--- src/rtl/dmem_arbiter.sv ---
// dmem_arbiter: shares one synchronous-read data RAM between the MIPS32 MEM
// stage and a loader/debug port. One RAM access per cycle, read data is
// routed back to its owner one cycle later, and a starvation counter gives
// the loader a guaranteed slot when the pipeline keeps the RAM busy.
module dmem_arbiter #(
    parameter int ADDR_W     = 10,
    parameter int DATA_W     = 32,
    parameter int STARVE_MAX = 4
) (
    input  logic              clk,
    input  logic              rst,

    input  logic              mem_req,
    input  logic              mem_we,
    input  logic [31:0]       mem_addr,
    input  logic [DATA_W-1:0] mem_wdata,
    output logic              mem_stall,
    output logic              mem_rvalid,
    output logic [DATA_W-1:0] mem_rdata,
    output logic              mem_misalign,

    input  logic              ld_req,
    input  logic              ld_we,
    input  logic [ADDR_W-1:0] ld_addr,
    input  logic [DATA_W-1:0] ld_wdata,
    output logic              ld_gnt,
    output logic              ld_rvalid,
    output logic [DATA_W-1:0] ld_rdata,

    output logic              ram_en,
    output logic              ram_we,
    output logic [ADDR_W-1:0] ram_addr,
    output logic [DATA_W-1:0] ram_wdata,
    input  logic [DATA_W-1:0] ram_rdata
);

    typedef enum logic [1:0] {
        OWN_NONE = 2'd0,
        OWN_PIPE = 2'd1,
        OWN_LOAD = 2'd2
    } owner_e;

    localparam logic [3:0] STARVE_LIM = 4'(STARVE_MAX);
    localparam logic [3:0] STARVE_SAT = 4'd15;

    owner_e      rdOwner_q, rdOwner_d;
    logic [3:0]  starveCnt_q, starveCnt_d;
    logic        forceLd_q, forceLd_d;

    logic        pipeGrant;
    logic        loadGrant;
    logic        unusedAddrHi;

    // Byte-address bits above the RAM word index do not select anything.
    assign unusedAddrHi = ^mem_addr[31:ADDR_W+2];

    // Pick at most one requester: a forced loader slot beats the pipeline,
    // the pipeline beats an unforced loader, and nothing is granted in reset.
    always_comb begin
        pipeGrant = 1'b0;
        loadGrant = 1'b0;
        if (!rst) begin
            if (forceLd_q && ld_req) begin
                loadGrant = 1'b1;
            end else if (mem_req) begin
                pipeGrant = 1'b1;
            end else if (ld_req) begin
                loadGrant = 1'b1;
            end
        end
    end

    // Steer the RAM port from the winner; a misaligned pipeline access is
    // consumed without touching the RAM so the pipeline can trap on it.
    always_comb begin
        ram_en       = 1'b0;
        ram_we       = 1'b0;
        ram_addr     = '0;
        ram_wdata    = '0;
        mem_misalign = 1'b0;
        if (loadGrant) begin
            ram_en    = 1'b1;
            ram_we    = ld_we;
            ram_addr  = ld_addr;
            ram_wdata = ld_wdata;
        end else if (pipeGrant) begin
            if (mem_addr[1:0] != 2'b00) begin
                mem_misalign = 1'b1;
            end else begin
                ram_en    = 1'b1;
                ram_we    = mem_we;
                ram_addr  = mem_addr[ADDR_W+1:2];
                ram_wdata = mem_wdata;
            end
        end
    end

    // Remember who owns next cycle's read data and track how long the loader
    // has been waiting; reaching the limit reserves the next slot for it.
    always_comb begin
        rdOwner_d   = OWN_NONE;
        starveCnt_d = 4'd0;
        if (ram_en && !ram_we) begin
            rdOwner_d = loadGrant ? OWN_LOAD : OWN_PIPE;
        end
        if (ld_req && !loadGrant) begin
            starveCnt_d = (starveCnt_q == STARVE_SAT) ? STARVE_SAT : starveCnt_q + 4'd1;
        end
        forceLd_d = (starveCnt_d >= STARVE_LIM);
    end

    // State register; reset drops any read that is still in flight.
    always_ff @(posedge clk) begin
        if (rst) begin
            rdOwner_q   <= OWN_NONE;
            starveCnt_q <= 4'd0;
            forceLd_q   <= 1'b0;
        end else begin
            rdOwner_q   <= rdOwner_d;
            starveCnt_q <= starveCnt_d;
            forceLd_q   <= forceLd_d;
        end
    end

    // Handshake outputs and read-data routing to the owning requester.
    always_comb begin
        mem_stall  = mem_req && !pipeGrant;
        ld_gnt     = loadGrant;
        mem_rvalid = !rst && (rdOwner_q == OWN_PIPE);
        ld_rvalid  = !rst && (rdOwner_q == OWN_LOAD);
        mem_rdata  = mem_rvalid ? ram_rdata : '0;
        ld_rdata   = ld_rvalid ? ram_rdata : '0;
    end

endmodule

--- config.mk ---
export PLATFORM = sky130hd
export DESIGN_NAME = dmem_arbiter
export DESIGN_NICKNAME = d
export VERILOG_FILES = /design/src/rtl/dmem_arbiter.sv
export SDC_FILE = /design/constraint.sdc
export NUM_CORES = 1
export LEC_CHECK = 0
export ABC_AREA = 1
export BUFFER_PORTS_ARGS = -buffer_cell sky130_fd_sc_hd__buf_2
export CELL_PAD_IN_SITES_DETAIL_PLACEMENT = 1
export CELL_PAD_IN_SITES_GLOBAL_PLACEMENT = 1
export CORE_MARGIN = 3
export CORE_UTILIZATION = 15
export DETAILED_ROUTE_END_ITERATION = 10
export PLACE_DENSITY = 0.86
export SLEW_MARGIN = 25
export SYNTH_ARGS = -nofsm -noshare
export SYNTH_HDL_FRONTEND = slang
export SYNTH_SLANG_ARGS = --single-unit
--- constraint.sdc ---
create_clock -name clk -period 3.4 [get_ports clk]
set_clock_uncertainty 0.2 [all_clocks]
set_input_delay 0.68 -clock clk [delete_from_list [all_inputs] [get_ports clk]]
set_output_delay 0.68 -clock clk [all_outputs]
set_load 0.1 [all_outputs]
Yosys cells after proc, flatten, opt, wreduce, memory -nomap -nowiden
Index checks and enable logic that the tools add are counted.
- register bits: 7
- input port bits: 144
- output and inout port bits: 113
- $add $sub $neg: 1
- order comparisons: 1
- equal/unequal tests: 3
- multiplexer cells: 27
- bitwise operators: 1
- reductions and logical operators: 12
- operator list (cell ; number):
    2-to-1 mux 32 bit ; 5
    2-to-1 mux 10 bit ; 3
    2-to-1 mux 1 bit ; 16
    2-to-1 mux 4 bit ; 2
    logical AND 1 bit ; 6
    adder 4 x 1 -> 4 bit, second input constant ; 1
    == test 4 bit, second input constant ; 1
    >= comparator 4 x 3 -> 1 bit, second input constant ; 1
    zero test 1 bit ; 4
    == test 2 x 1 -> 1 bit, second input constant ; 1
    == test 2 bit, second input constant ; 1
    2-to-1 mux 2 bit ; 1
    nonzero test 2 bit ; 1
    OR reduction 2 bit ; 1
    NOT 1 bit ; 1

Logic depth before layout (Yosys ltp)
Gate-level depths: netlist of the first run.
- depth after elaboration: 9
- depth in mapped cells: 8
- depth with buffers taken out: 7

Worst setup path before layout of the first run
Ideal clock, no wire load.
- path kind: in2out
- from: in rst
- to: out ld_rdata[10]
- data arrival time: 3608 ps
- data required time: 2520 ps
- slack: -1088 ps
- stages: 4
- path buffers: 1
- cell sequence: nor3_2 -> inv_2 -> buf_6 -> nor2_1
- longest elaborated chain between the ends: 3
- ends and longest elaborated chain (item ; RTL line ; source):
    start, declared ; 11 ; input logic rst,
    zero test 1 bit ; 130 ; ld_rvalid = !rst && (rdOwner_q == OWN_LOAD);
    logical AND 1 bit ; 130 ;
    2-to-1 mux 32 bit ; 132 ; ld_rdata = ld_rvalid ? ram_rdata : '0;
    end, declared ; 28 ; output logic [DATA_W-1:0] ld_rdata,
No other way between the ends.

Worst setup path in the final report of the first run
- from: in rst
- to: out ram_wdata[2]
- longest elaborated chain between the ends: 3
- ends and longest elaborated chain (item ; RTL line ; source):
    2-to-1 mux 1 bit ; 62 ; if (!rst) begin
    2-to-1 mux 32 bit ; 86 ; end else if (pipeGrant) begin
    2-to-1 mux 32 bit * ; 81 ; if (loadGrant) begin
    end, declared ; 33 ; output logic [DATA_W-1:0] ram_wdata,
Mark *: on every way between the ends. The rest lies on a longest branch, timed or not.

==> results.toml, run 1 <==
[clocking]
postCtsSetupBuffers = 0
clock_sinks = 7
cts_root_buffer = "clkbuf_8"
post_cts_resized = 0
clock_path_buffers = 2
hold_buffers = 0
clk_pin_slew_ns = 0.04
cts_made_buffers = 3
insertion_delay_ns = 0.23
htree_levels = 1
cts_tree = "done"

[pwr]
clkPwrFrac = 0.196
switching_share = 0.557
internal_power_mw = 0.267
seqPwrFrac = 0.140
power.leakage_nw = 2.15
pwr-share-comb = 0.665
peakVddDrop_uv = 118
p_per_area_nw_per_um2 = 177
switching_power_mw = 0.336

[logic_synthesis]
yosysSeqAreaShare = 0.0960
synth_largest_area_cell = "nand2_1"
yosysMostFrequentCell = "nand2_1"
synth_top_cell_area_share = 0.247
synthArstFlopShare = 0
synthTopCellsByCount = "nand2_1, nor2_1, nand3_1, inv_1, buf_6"
yosysUniqueCellTypes = 17
syn_nets = 449
synth_area_um2 = 1460
synth_seq_cells = 7
synth.top_cells.by_area = "nand2_1, nor2_1, nand3_1"
synth_ff_type = "dfxtp_1"
synth_edf_count = 0
yosys_warnings = 0
syn-instance-count = 304
syn_avg_cell_area_um2 = 4.80

[global_routing]
first_global_vias = 2920
grt_max_degree = 45
antenna_found_initial = 0
grt_usage = 0.155
grt_overflow = 0
grt_pass1_wl_um = 14300

[setup_path]
start_kind = "input port"
path_max_fanout = 44
cpPeakStageDelay_ns = 0.47
cp_data_required_time_ns = 2.52
path_cells = "buf_2 > inv_2 > nand2_2 > nor2_8 > nand3_1 > nand2_1 > buf_2"
critPathCaptureType = "output port"
reg2regPathDepth = 6
crit_path_start = "rst"
crit_slowest_cell = "nor2_8"
worstSetupPathType = "input port to output port"
cp.arrival_ns = 2.20
crit_top_cell = "buf_2"
rr_endpoint = "rdOwner_q[1]"
r2r_start = "forceLd_q"
crit_path_end = "ram_wdata[2]"
reg2reg_slack_ns = 1.85

[finish]
layout-drive-gt1-share = 0.543
multi_input_area_um2 = 1060
fin_area_um2 = 3410
nets = 675
fin_util = 0.363
syn_to_final_growth_pct = 133
nFillCells = 1266
insertedDiodeCount = 0
regArea_um2 = 140

[route]
drc = 0
drt_iter0_drc = 68
first_pass_iters = 4
wl_per_cell_um = 13.6
vias_per_cell = 4.18
vias = 2750
drt-total-wl_um = 8930
ant_nets = 0

[status]
status = "finished, final reports clean"

[timing]
maxSlewViolCount = 0
maxSlewHeadroom = 0.618
worst_pin_slew_ns = 0.572
period_share = 0.907
finalCriticalPeriod_ns = 3.08
finalHoldViolCount = 0
finalWorstSetupSlack_ns = 0.317
max_freq_mhz = 324
grt_setup_unrepaired = "false"
setup_viol = 0

[die]
core_area_um2 = 9370
die_w_um = 105
die_h_um = 105
start_util = 0.156
rows = 35
ios = 257
dieArea_um2 = 11000

[place]
dp_hpwl_um = 7930
placed_area_um2 = 3360
port_buffers = 236
gp_congestion = 0.726
pre_cts_slack_ns = 0.282

[flow_run]
maxCapViolations = 0

[min_path]
holdCritPathClass = "flop to flop"
-- routing by layer --
| metal | global-route usage | vias up | routed length (µm) |
|---|---|---|---|
| li1 | - | 1350 | - |
| met1 | 0.166 | 1239 | 3280 |
| met2 | 0.316 | 156 | 4910 |
| met3 | 0.0259 | 5 | 681 |
| met4 | 0.0291 | 0 | 61 |
| met5 | 0 | - | 0 |
-- power by group through the flow --
| stage | sequential, mW | clock (mW) | combinational [mW] |
|---|---|---|---|
| 2_1_floorplan | 0.0854 | 0 | 0.276 |
| 3_3_place_gp | 0.0854 | 0 | 0.394 |
| 3_5_place_dp | 0.0855 | 0 | 0.403 |
| 4_1_cts | 0.0841 | 0.120 | 0.404 |
| 5_1_grt | 0.0841 | 0.125 | 0.424 |
| 6_report | 0.0841 | 0.118 | 0.401 |
-- flip-flops by register name (all words and copies together) (netlist names) --
name         count
rdOwner_q        2
forceLd_q        1
starveCnt_q      4
-- worst max-delay path, delay by kind of cell --
family | cells | cell delay (ns)
buf+inv | 3 | 0.65
simple gates | 4 | 0.84
-- worst min-delay path by stage --
stage | end | depth (start not counted) | from
2_1_floorplan | starveCnt_q[0] | 3 | starveCnt_q[0]
3_3_place_gp | starveCnt_q[0] | 3 | starveCnt_q[0]
3_5_place_dp | starveCnt_q[0] | 3 | starveCnt_q[0]
4_1_cts | starveCnt_q[0] | 3 | starveCnt_q[0]
5_1_grt | starveCnt_q[0] | 3 | starveCnt_q[0]
6_report | starveCnt_q[0] | 3 | starveCnt_q[0]
-- cell type report --
type,count,area share
flip-flops and latches,7,0.0411
repair buffers,239,0.529
multi-input cells,228,0.312
well taps,129,0.0474
inverters,51,0.0569
clock buffers,4,0.0132
-- cell usage in the layout, fill, tap and decap left out, drive strengths merged --
| cell | synthesis | routed |
|---|---|---|
| nand3 | 47 | 47 |
| nor2 | 74 | 74 |
| ha | 1 | 1 |
| o21ai | 3 | 3 |
| dfxtp | 7 | 7 |
| nand2 | 99 | 99 |
| nor3 | 3 | 3 |
| inv | 51 | 51 |
| nand4 | 1 | 1 |
| buf | 18 | 239 |
| clkbuf | 0 | 4 |
-- metrics by stage --
stage                     power [mW]  hold slack (ns)  instances  TNS, ns
final                          0.603            0.327        658        0
after global routing           0.634            0.372        658        0
after CTS                      0.608            0.336        658        0
after detailed placement       0.489            0.308        654        0
after global placement         0.479            0.288        654        0
after floorplan                0.362            0.270        304    -4.93
-- cells by family (layout without fill, tap and decap cells) --
logic type / Yosys count / after routing / share of synthesized area
flip-flops: 7 / 7 / 0.0960
AND/OR/NAND/NOR: 224 / 224 / 0.644
adder cells (fa/ha/maj): 1 / 1 / 0.00857
buffers and inverters: 69 / 294 / 0.242
AO/OA/AOI/OAI: 3 / 3 / 0.0103
No activity file was read; power rests on OpenSTA's default activity.
==> inputs of run 2 (changes only) <==
Settings changed: MAX_ROUTING_LAYER from default to met4.
==> run 2 against run 1 <==
  * Combinational power is essentially flat
  * Global-route usage grew 0.43 points
  * Clock power about the same
  * Sequential share of layout area did not move
  * Sequential power is essentially flat
  * Final area unchanged
  * Flip-flop and latch count is the same
  * Non-clock buffer count did not move
  * Power is essentially flat
  * Worst setup slack improved by 0.0049 ns
  * Register-to-register slack barely moved
  * Maximum frequency is 0.16% higher
==> results.toml, run 2 (synthesis results as in run 1) <==
[route]
drt-total-wl_um = 8930
drt_iter0_drc = 65
vias_per_cell = 4.18
vias = 2752
wl_per_cell_um = 13.6
first_pass_iters = 4
ant_nets = 0
drc = 0

[setup_path]
path_cells = "buf_2 > inv_2 > nand2_2 > nor2_8 > nand3_1 > nand2_1 > buf_2"
worstSetupPathType = "input port to output port"
reg2reg_slack_ns = 1.85
crit_path_start = "rst"
cp_data_required_time_ns = 2.52
cpPeakStageDelay_ns = 0.47
critPathCaptureType = "output port"
crit_slowest_cell = "nor2_8"
crit_top_cell = "buf_2"
rr_endpoint = "rdOwner_q[1]"
cp.arrival_ns = 2.20
reg2regPathDepth = 6
r2r_start = "forceLd_q"
path_max_fanout = 44
start_kind = "input port"

[place]
dpl.cell_count = 654
port_buffers = 236
gp_congestion = 0.735
placed_area_um2 = 3360
dp_hpwl_um = 7930

[timing]
grt_setup_unrepaired = "false"
worst_pin_slew_ns = 0.568
maxSlewViolCount = 0
period_share = 0.905
setup_viol = 0
maxSlewHeadroom = 0.622
max_freq_mhz = 325
finalCriticalPeriod_ns = 3.08
finalHoldViolCount = 0

[clocking]
cts_tree = "done"
cts_root_buffer = "clkbuf_8"
clk_pin_slew_ns = 0.04
clock_sinks = 7
clock_path_buffers = 2
insertion_delay_ns = 0.23
postCtsSetupBuffers = 0
post_cts_resized = 0
hold_buffers = 0
htree_levels = 1
cts_made_buffers = 3

[min_path]
whs_path_depth = 3
worstHoldEndpoint = "starveCnt_q[0]"
holdCritPathClass = "flop to flop"
hp-start = "starveCnt_q[0]"

[die]
dieArea_um2 = 11000
die_w_um = 105
die_h_um = 105
start_util = 0.156
core_area_um2 = 9370
ios = 257
rows = 35

[status]
status = "finished, final reports clean"

[global_routing]
grt_max_degree = 45
antenna_found_initial = 0
grt_pass1_wl_um = 14300
grt_overflow = 0
first_global_vias = 2926
grt_usage = 0.160

[finish]
largest_reg_flops = 4
syn_to_final_growth_pct = 133
layout_commonest_cell = "buf_2"
fin_area_um2 = 3410
fin_util = 0.363
reg.largest.list = "starveCnt_q: 4 flops, rdOwner_q: 2 flops, forceLd_q: 1 flops"
fin_cells = 658
final_cell_mix = "buf_2, nand2_1, nand3_1"
layout-drive-gt1-share = 0.543
insertedDiodeCount = 0
nFillCells = 1266
top_register = "starveCnt_q"
nets = 675

[pwr]
power.leakage_nw = 2.15
peakVddDrop_uv = 118
p_per_area_nw_per_um2 = 177

[flow_run]
maxCapViolations = 0
-- run 2: cell counts in the layout (fill, tap and decap cells not counted) --
No cell type changed its count.
-- run 2: cell type report --
type | count | area, µm² | area share
Inverter | 51 | 194 | 0.0569
Sequential cell | 7 | 140 | 0.0411
Timing Repair Buffer | 239 | 1800 | 0.529
Clock buffer | 4 | 45.0 | 0.0132
Tap cell | 129 | 161 | 0.0474
Multi-Input combinational cell | 228 | 1060 | 0.312
-- run 2: report_power, final --
part	internal, mW	switching, mW	total [mW]
logic	0.102	0.298	0.401
registers	0.0835	0.000609	0.0841
clock network	0.0812	0.0369	0.118
-- run 2: worst max-delay path by stage --
stage / to / slack [ns]
after CTS: ram_wdata[7] / 0.28
after floorplan: ld_rdata[10] / -0.16
final: ram_wdata[2] / 0.32
after detailed placement: ram_wdata[7] / 0.28
after global placement: ram_addr[0] / 0.38
after global routing: ram_wdata[7] / 0.10
-- run 2: worst max-delay path, delay by kind of cell --
kind	cells	cell delay, ns
AND/OR/NAND/NOR	4	0.83
buffers and inverters	3	0.65
-- run 2: routing by layer --
layer,track usage,vias to the layer above,wire (µm)
li1,-,1350,-
met1,0.168,1241,3270
met2,0.316,156,4920
met3,0.0229,5,676
met4,0.0291,0,61
met5,-,-,0
-- run 2: per-stage QoR --
stage	power, mW	setup WS, ns	hold WS [ns]	setup TNS, ns
after CTS	0.608	0.282	0.336	0
final	0.603	0.322	0.328	0
after detailed placement	0.489	0.282	0.308	0
after global routing	0.634	0.102	0.372	0
after global placement	0.479	0.376	0.288	0
after floorplan	0.362	-0.164	0.270	-4.93
==> inputs of run 3 (changes only) <==
Settings changed: CTS_BUF_LIST from default to sky130_fd_sc_hd__clkbuf_8, PLACE_DENSITY 0.86 to default, PLACE_DENSITY_LB_ADDON from default to 0.1.
==> run 3 against run 2 <==
  * Worst setup slack improved by 0.0087 ns
  * First-iteration DRC count rose by 35%
  * Utilization down 0.080 points
==> results.toml, run 3 (synthesis results as in run 1) <==
[status]
status = "finished, final reports clean"

[clocking]
insertion_delay_ns = 0.23
clock_sinks = 7
cts_tree = "done"
htree_levels = 1
post_cts_resized = 0
hold_buffers = 0
cts_root_buffer = "clkbuf_8"
clk_pin_slew_ns = 0.04
clock_path_buffers = 2
cts_made_buffers = 3
postCtsSetupBuffers = 0

[place]
port_buffers = 236
dpl.cell_count = 653
dp_hpwl_um = 7760
gp_congestion = 0.785
pre_cts_slack_ns = 0.301

[setup_path]
start_kind = "input port"
worstSetupPathType = "input port to output port"
cp.arrival_ns = 2.19
path_cells = "buf_2 > inv_2 > nand2_2 > nor2_8 > nand3_1 > nand2_1 > buf_2"
cp_top_family = "simple AND/OR/NAND/NOR gates"
path_max_fanout = 44
reg2reg_slack_ns = 1.82
cp_data_required_time_ns = 2.52
crit_slowest_cell = "nor2_8"
path_buf_inv = 3
crit_top_cell = "buf_2"
cpPeakStageDelay_ns = 0.49
critPathCaptureType = "output port"

[global_routing]
grt_pass1_wl_um = 13800
antenna_found_initial = 0
grt_max_degree = 45
first_global_vias = 2632
grt_usage = 0.159
grt_overflow = 0

[route]
vias = 2668
drt-total-wl_um = 9090
ant_nets = 0
drt_iter0_drc = 88
first_pass_iters = 4
wl_per_cell_um = 13.8
drc = 0
vias_per_cell = 4.06

[finish]
top_register = "starveCnt_q"
final_cell_mix = "buf_2, nand2_1, inv_1, nand3_1, buf_12"
syn_to_final_growth_pct = 133
layout-drive-gt1-share = 0.542
largest_reg_flops = 4
reg.largest.list = "starveCnt_q: 4 flops, rdOwner_q: 2 flops, forceLd_q: 1 flops"
nets = 674
insertedDiodeCount = 0
layout_commonest_cell = "buf_2"
fin_cells = 657

[die]
die_w_um = 105
die_h_um = 105
ios = 257
dieArea_um2 = 11000
start_util = 0.156
core_area_um2 = 9370
rows = 35

[timing]
period_share = 0.903
maxSlewHeadroom = 0.429
worst_pin_slew_ns = 0.856
grt_setup_unrepaired = "false"
finalHoldViolCount = 0
whs_ns = 0.306
setup_viol = 0
finalWorstSetupSlack_ns = 0.331
maxSlewViolCount = 0
max_freq_mhz = 326
finalCriticalPeriod_ns = 3.07

[pwr]
p_per_area_nw_per_um2 = 176
peakVddDrop_uv = 92.2
power.leakage_nw = 2.15

[min_path]
holdCritPathClass = "flop to flop"

[flow_run]
maxCapViolations = 0
## run 3: layout make-up
cell class                      instances  area (µm²)
Fill cell                            1281        5970
Timing Repair Buffer                  238        1790
Multi-Input combinational cell        228        1060
Inverter                               51         194
Tap cell                              129         161
Sequential cell                         7         140
Clock buffer                            3        41.3
Clock inverter                          1        3.75
## run 3: metal layers
| layer | wire length [µm] | up-vias | share of wire | global-route usage |
|---|---|---|---|---|
| li1 | - | 1349 | - | - |
| met1 | 3570 | 1167 | 0.39 | 0.176 |
| met2 | 4660 | 134 | 0.51 | 0.286 |
| met3 | 648 | 18 | 0.071 | 0.0352 |
| met4 | 214 | 0 | 0.024 | 0.0478 |
| met5 | 0 | - | 0 | - |
## run 3: through the flow
step | utilization | setup TNS, ns | total power [mW] | area [µm²]
3_5_place_dp | 0.358 | 0 | 0.487 | 3350
6_report | 0.363 | 0 | 0.598 | 3400
3_3_place_gp | 0.358 | 0 | 0.482 | 3350
2_1_floorplan | - | -4.93 | 0.362 | 1550
5_1_grt | 0.363 | 0 | 0.632 | 3400
4_1_cts | 0.363 | 0 | 0.607 | 3400
## run 3: final timing paths
kind                  startpoint        endpoint  cells after the start
setup / recovery             rst     ram_addr[5]                      7
setup reg to reg       forceLd_q    rdOwner_q[1]                      6
hold reg to reg   starveCnt_q[0]  starveCnt_q[0]                      3
hold / removal    starveCnt_q[0]  starveCnt_q[0]                      3
## run 3: worst min-delay path: stages (launching register included)
cell     delay, ns
dfxtp_1       0.31
o21ai_0       0.07
nand2_1       0.05
inv_1         0.04
## run 3: where the power goes
group | switching [mW] | internal (mW)
Clock | 0.0367 | 0.0781
Sequential | 0.000619 | 0.0835
Combinational | 0.295 | 0.104
Total | 0.332 | 0.265
